### config.mk
export PLATFORM = sky130hd
export DESIGN_NAME = hex_display_writer_flat
export DESIGN_NICKNAME = d
export VERILOG_FILES = /design/src/rtl/hex_display_writer_if.sv /design/src/rtl/hex_display_writer.sv /design/src/flat_wrapper.sv
export SDC_FILE = /design/constraint.sdc
export NUM_CORES = 1
export LEC_CHECK = 0
export ABC_AREA = 1
export ABC_CLOCK_PERIOD_IN_PS = 2600
export CAP_MARGIN = 10
export CORE_UTILIZATION = 46
export CTS_CLUSTER_DIAMETER = 60
export CTS_CLUSTER_SIZE = 24
export DETAILED_ROUTE_END_ITERATION = 10
export GPL_ROUTABILITY_DRIVEN = 0
export GPL_TIMING_DRIVEN = 0
export PLACE_DENSITY = 0.74
export SLEW_MARGIN = 20
export SYNTH_ARGS = -nofsm -noshare
export SYNTH_HDL_FRONTEND = slang
export SYNTH_SLANG_ARGS = --single-unit
### constraint.sdc
create_clock -name clk -period 2.6 [get_ports clk]
set_clock_uncertainty 0.05 [all_clocks]
set_input_delay 0.78 -clock clk [delete_from_list [all_inputs] [get_ports clk]]
set_output_delay 0.78 -clock clk [all_outputs]
set_load 0.1 [all_outputs]
### src/rtl/hex_display_writer_if.sv
// CPU store port and LED scan-block write port of hex_display_writer.
// master = CPU/bench side, slave = hex_display_writer.
interface hex_display_writer_if;
    logic        cpu_we;
    logic [15:0] cpu_addr;
    logic [15:0] cpu_in;
    logic        led_we;
    logic [15:0] led_addr;
    logic [15:0] led_in;
    logic        busy;
    logic        drop_err;

    modport master (
        output cpu_we, cpu_addr, cpu_in,
        input  led_we, led_addr, led_in, busy, drop_err
    );

    modport slave (
        input  cpu_we, cpu_addr, cpu_in,
        output led_we, led_addr, led_in, busy, drop_err
    );
endinterface

### src/rtl/hex_display_writer.sv
// Expands a 16-bit store to TRIG_ADDR into four 7-segment digit writes; forwards raw digit
// stores when idle. Optional leading-zero blanking under HEX_DISPLAY_WRITER_BLANK_EN.
module hex_display_writer #(
    parameter logic [9:0] TRIG_ADDR = 10'h3FB,
    parameter logic [9:0] BASE_ADDR = 10'h3FC
) (
    input  logic               clk,
    input  logic               rst_n,
    hex_display_writer_if.slave bus
);

    typedef enum logic {StIdle, StSeq} state_e;

    function automatic logic [7:0] enc(input logic [3:0] n);
        logic [7:0] s;
        case (n)
            4'h0: s = 8'hC0;  4'h1: s = 8'hF9;  4'h2: s = 8'hA4;  4'h3: s = 8'hB0;
            4'h4: s = 8'h99;  4'h5: s = 8'h92;  4'h6: s = 8'h82;  4'h7: s = 8'hF8;
            4'h8: s = 8'h80;  4'h9: s = 8'h90;  4'hA: s = 8'h88;  4'hB: s = 8'h83;
            4'hC: s = 8'hC6;  4'hD: s = 8'hA1;  4'hE: s = 8'h86;  default: s = 8'h8E;
        endcase
        return s;
    endfunction

    state_e      r_state;
    logic [15:0] r_shift;
    logic [1:0]  r_digit;
    logic        r_pend_vld;
    logic [15:0] r_pend_val;
    logic        r_led_we;
    logic [9:0]  r_led_addr;
    logic [15:0] r_led_in;
    logic        r_busy;
    logic        r_drop_err;

    logic        w_trig;
    logic        w_direct;
    logic [9:0]  w_off;
    logic [3:0]  w_nib;
    logic [7:0]  w_seg;

    always_comb begin
        w_trig   = bus.cpu_we && (bus.cpu_addr[9:0] == TRIG_ADDR);
        w_off    = bus.cpu_addr[9:0] - BASE_ADDR;
        w_direct = bus.cpu_we && (bus.cpu_addr[9:0] >= BASE_ADDR) && (w_off < 10'd4);
        case (r_digit)
            2'd0:    w_nib = r_shift[3:0];
            2'd1:    w_nib = r_shift[7:4];
            2'd2:    w_nib = r_shift[11:8];
            default: w_nib = r_shift[15:12];
        endcase
`ifdef HEX_DISPLAY_WRITER_BLANK_EN
        // Blank when this and every higher nibble is zero; digit 0 always shows.
        if ((r_digit != 2'd0) && ((r_shift >> {r_digit, 2'b00}) == 16'h0000)) begin
            w_seg = 8'hFF;
        end else begin
            w_seg = enc(w_nib);
        end
`else
        w_seg = enc(w_nib);
`endif
    end

    always_ff @(posedge clk) begin
        if (!rst_n) begin
            r_state    <= StIdle;
            r_shift    <= 16'h0000;
            r_digit    <= 2'd0;
            r_pend_vld <= 1'b0;
            r_pend_val <= 16'h0000;
            r_led_we   <= 1'b0;
            r_led_addr <= 10'h000;
            r_led_in   <= 16'h0000;
            r_busy     <= 1'b0;
            r_drop_err <= 1'b0;
        end else begin
            r_led_we <= 1'b0;
            r_busy   <= 1'b0;
            unique case (r_state)
                StIdle: begin
                    if (w_trig) begin
                        r_shift <= bus.cpu_in;
                        r_digit <= 2'd0;
                        r_state <= StSeq;
                    end else if (w_direct) begin
                        r_led_we   <= 1'b1;
                        r_led_addr <= bus.cpu_addr[9:0];
                        r_led_in   <= bus.cpu_in;
                    end
                end
                StSeq: begin
                    r_led_we   <= 1'b1;
                    r_busy     <= 1'b1;
                    r_led_addr <= BASE_ADDR + {8'b0, r_digit};
                    r_led_in   <= {8'h00, w_seg};
                    if (w_direct) begin
                        r_drop_err <= 1'b1;
                    end
                    if (r_digit == 2'd3) begin
                        // A trigger arriving now is newer than any pending value.
                        if (w_trig || r_pend_vld) begin
                            r_shift    <= w_trig ? bus.cpu_in : r_pend_val;
                            r_pend_vld <= 1'b0;
                            r_digit    <= 2'd0;
                        end else begin
                            r_state <= StIdle;
                        end
                    end else begin
                        r_digit <= r_digit + 2'd1;
                        if (w_trig) begin
                            r_pend_vld <= 1'b1;
                            r_pend_val <= bus.cpu_in;
                        end
                    end
                end
                default: r_state <= StIdle;
            endcase
        end
    end

    assign bus.led_we   = r_led_we;
    assign bus.led_addr = {6'b0, r_led_addr};
    assign bus.led_in   = r_led_in;
    assign bus.busy     = r_busy;
    assign bus.drop_err = r_drop_err;

endmodule

### src/flat_wrapper.sv
// flat-port wrapper written by rule: the top's interface ports become plain ports
module hex_display_writer_flat 
#(
    parameter logic [9:0] TRIG_ADDR = 10'h3FB,
    parameter logic [9:0] BASE_ADDR = 10'h3FC
)
  (clk, rst_n, bus_cpu_we, bus_cpu_addr, bus_cpu_in, bus_led_we, bus_led_addr, bus_led_in, bus_busy, bus_drop_err);
  hex_display_writer_if bus_i ();
  input  logic clk;
  input  logic rst_n;
  input wire logic [$bits(bus_i.cpu_we)-1:0] bus_cpu_we;
  input wire logic [$bits(bus_i.cpu_addr)-1:0] bus_cpu_addr;
  input wire logic [$bits(bus_i.cpu_in)-1:0] bus_cpu_in;
  output wire logic [$bits(bus_i.led_we)-1:0] bus_led_we;
  output wire logic [$bits(bus_i.led_addr)-1:0] bus_led_addr;
  output wire logic [$bits(bus_i.led_in)-1:0] bus_led_in;
  output wire logic [$bits(bus_i.busy)-1:0] bus_busy;
  output wire logic [$bits(bus_i.drop_err)-1:0] bus_drop_err;
  assign bus_i.cpu_we = bus_cpu_we;
  assign bus_i.cpu_addr = bus_cpu_addr;
  assign bus_i.cpu_in = bus_cpu_in;
  assign bus_led_we = bus_i.led_we;
  assign bus_led_addr = bus_i.led_addr;
  assign bus_led_in = bus_i.led_in;
  assign bus_busy = bus_i.busy;
  assign bus_drop_err = bus_i.drop_err;
  hex_display_writer #(.TRIG_ADDR(TRIG_ADDR), .BASE_ADDR(BASE_ADDR)) u_core (.clk(clk), .rst_n(rst_n), .bus(bus_i));
endmodule
==> metrics <==
final number of setup-violating endpoints 0; syn_area_per_cell between 6 and 7 µm²; CTS buffer count 9; largest net degree at the start of global routing 12; Clock Sinks 65; dpl cell area 3870 µm²; Pre-antenna DRT Iters 5; reg-to-reg endpoint u_core.bus.led_in[3]; CTS clk-pin slew, worst paths about 0.08 ns; Yosys reg bits 65; CTS tree done; root buffer cell clkbuf_8; slowest cell delay on critical path around 0.86 ns; Adder-Cell Fraction of Synth Area roughly 3.5%; WP buf/inv 1; Worst Path Arrival 1.56 ns; min cycle time layout between 2 and 2.5 ns; area of the multi-input gates 1520 µm²; Hold Crit Class register to register; CP max FO 2; Hold Path Stages 2; first-pass GRT wire length 13.9 mm; sequential-to-total area share from yosys stat 40.8%; Tcrit/Tclk final about nine tenths; crit-path leading delay family buffers and inverters; VDD IR max between 300 and 400 µV; Netlist cell types 27; via count roughly 3200; Post-Synth Simple-Gate Area ~23%; Hold Path Origin u_core.bus.led_in[14]; Synth Area in XOR/XNOR 0%; Final Hold Slack 0.408 ns; drt via density around 5.2; core box area approximately 6500 µm²; main combinational cell family by area after synthesis simple AND/OR/NAND/NOR gates; fill cell count around 620; Finished Core Util 62.1%; Slew @ Worst Pin slightly below 1 ns; Total Wirelength between 8 and 9 mm; Power Dens Cells 522 nW/µm²; endpoint class of the critical path output pin; CP required 1.77 ns; vias in the first global route roughly 3000; r2r setup slk between 0.3 and 0.4 ns; setup TNS 0 ns; Routed Antenna Nets 0; DR iter-0 viols ~260; Critical Path Stages 1; Nets 580; row cnt 29; register area ~1300 µm²; Synth warnings 0; share of layout cells above drive strength 1 ~8.5%; die width 85.3 µm; Max clock buf depth 2; final hold viol count 0; hold_buf cts 0; Critical path origin u_core.r_led_addr[6]; Die H around 85 µm; # Max-Cap Violations 0; insertion delay to the later sink of the worst-skew pair about 0.36 ns; gr usage total 24.6%; slowest CP cell dlygate4sd2_1; Area Overhead vs Synth 27.3%; Boundary Pins 70; Critical Path End bus_led_addr[6]; final instance area just over 4000 µm²; Worst Reg-to-Reg Cells 12; relative slew slack 35.0%; post-synthesis mux area share 0%; crit-path cells dlygate4sd2_1; H-tree depth 3; port buffer count 57; cell leakage power around 2.0 nW; total congestion overflow 0; antenna violations before repair 0; complex-gate fraction of the synthesized area ~21%; DRC viols 0; initial core utilization between 40 and 50%; post-CTS setup buffers 0; status finished clean; Cells after Synth between 400 and 500; Crit Path Class register to output pin; die footprint between 7000 and 8000 µm²; Slew Limit Fails 0; Antenna Cells 0; WL per Instance 13.5 µm; HPWL after DPL roughly 5.9 mm; Synth Cell Area 3190 µm²; origin of the critical flop-to-flop path u_core.r_digit[0]; Max Clk Rate around 420 MHz; Startpoint Class register; RSZ-0062 raised after global routing no
[synth_stat cells (all sizes together)]
master / instances / share of area, %
o21ai: 62 / 10
conb: 1 / 0.12
clkbuf: 11 / 1.3
dfxtp: 65 / 41
a31oi: 3 / 0.59
or2: 1 / 0.20
a211oi: 1 / 0.24
ha: 9 / 3.5
nand2: 102 / 12
inv: 53 / 6.2
a21oi: 58 / 9.2
buf: 18 / 4.5
o211ai: 2 / 0.47
nand3: 18 / 2.8
nand3b: 1 / 0.24
nor2: 58 / 7.1
[report_power, final]
part           internal [W]  total, W  switching, W
Combinational     0.0000563  0.000150     0.0000942
Clock              0.000565  0.000972      0.000408
Sequential         0.000996  0.000997   0.000000630
[repair_timing]
item,in CTS,in global routing
setup endpoints to repair,29,0
hold endpoints to repair,0,0
gates resized for setup,29,0
[per-stage QoR]
step | std cells | worst slack [ns] | total power [W]
3_3_place_gp | 602 | -0.0634 | 0.00117
4_1_cts | 618 | 0.199 | 0.00213
2_1_floorplan | 468 | 0.730 | 0.00111
5_1_grt | 618 | 0.118 | 0.00219
3_5_place_dp | 602 | -0.0595 | 0.00117
6_report | 618 | 0.214 | 0.00212
[logic make-up (layout without fill, tap and decap cells)]
family          count (synthesis)  in the layout
simple gates                  180            180
buf+inv                        82            155
other cells                     1              6
fa+ha+maj                       9              9
compound gates                126            126
flops                          65             65
[cell type report]
type	instances	area share, %
repair buffers	57	13.2
clock inverters	5	1.94
clock buffers	11	3.48
multi-input cells	321	37.5
flip-flops and latches	65	32.1
inverters	53	4.90
plain buffers	29	4.53
well taps	77	2.37
[state kept, by name, indices dropped and copies added, names as in the netlist]
signal / flops
u_core.r_digit: 2
u_core.r_state: 1
u_core.r_led_addr: 10
u_core.r_shift: 16
u_core.bus.led_in: 16
u_core.r_pend_val: 16
u_core.bus.led_we: 1
u_core.bus.busy: 1
u_core.bus.drop_err: 1
u_core.r_pend_vld: 1
[worst min path at each step]
stage,to,slack (ns)
2_1_floorplan,u_core.r_pend_val[0],0.40
3_3_place_gp,u_core.bus.led_in[14],0.40
3_5_place_dp,u_core.bus.led_in[8],0.40
4_1_cts,u_core.bus.led_in[8],0.41
5_1_grt,u_core.bus.led_in[13],0.44
6_report,u_core.bus.led_in[14],0.41
[per-layer routing]
layer  wire length [µm]  global-route usage (%)  vias to the layer above  share of wire (%)
met3                509                    6.52                       20                6.1
met1               3810                    32.1                     1496                 46
li1                   -                       -                     1615                  -
met2               3810                    38.4                      111                 46
met4                194                    10.5                        0                2.3
met5                  0                       0                        -                  0
[placed cells by master (no fill, tap or decap), types with 10 or more instances in the layout]
cell             count
nand2_1             99
dfxtp_1             65
a21oi_1             57
nor2_1              56
o21ai_0             56
inv_1               48
dlygate4sd2_1       29
clkdlybuf4s50_1     28
nand3_1             18
clkbuf_1            12
clkbuf_8            10
No activity file was read; power rests on OpenSTA's default activity.
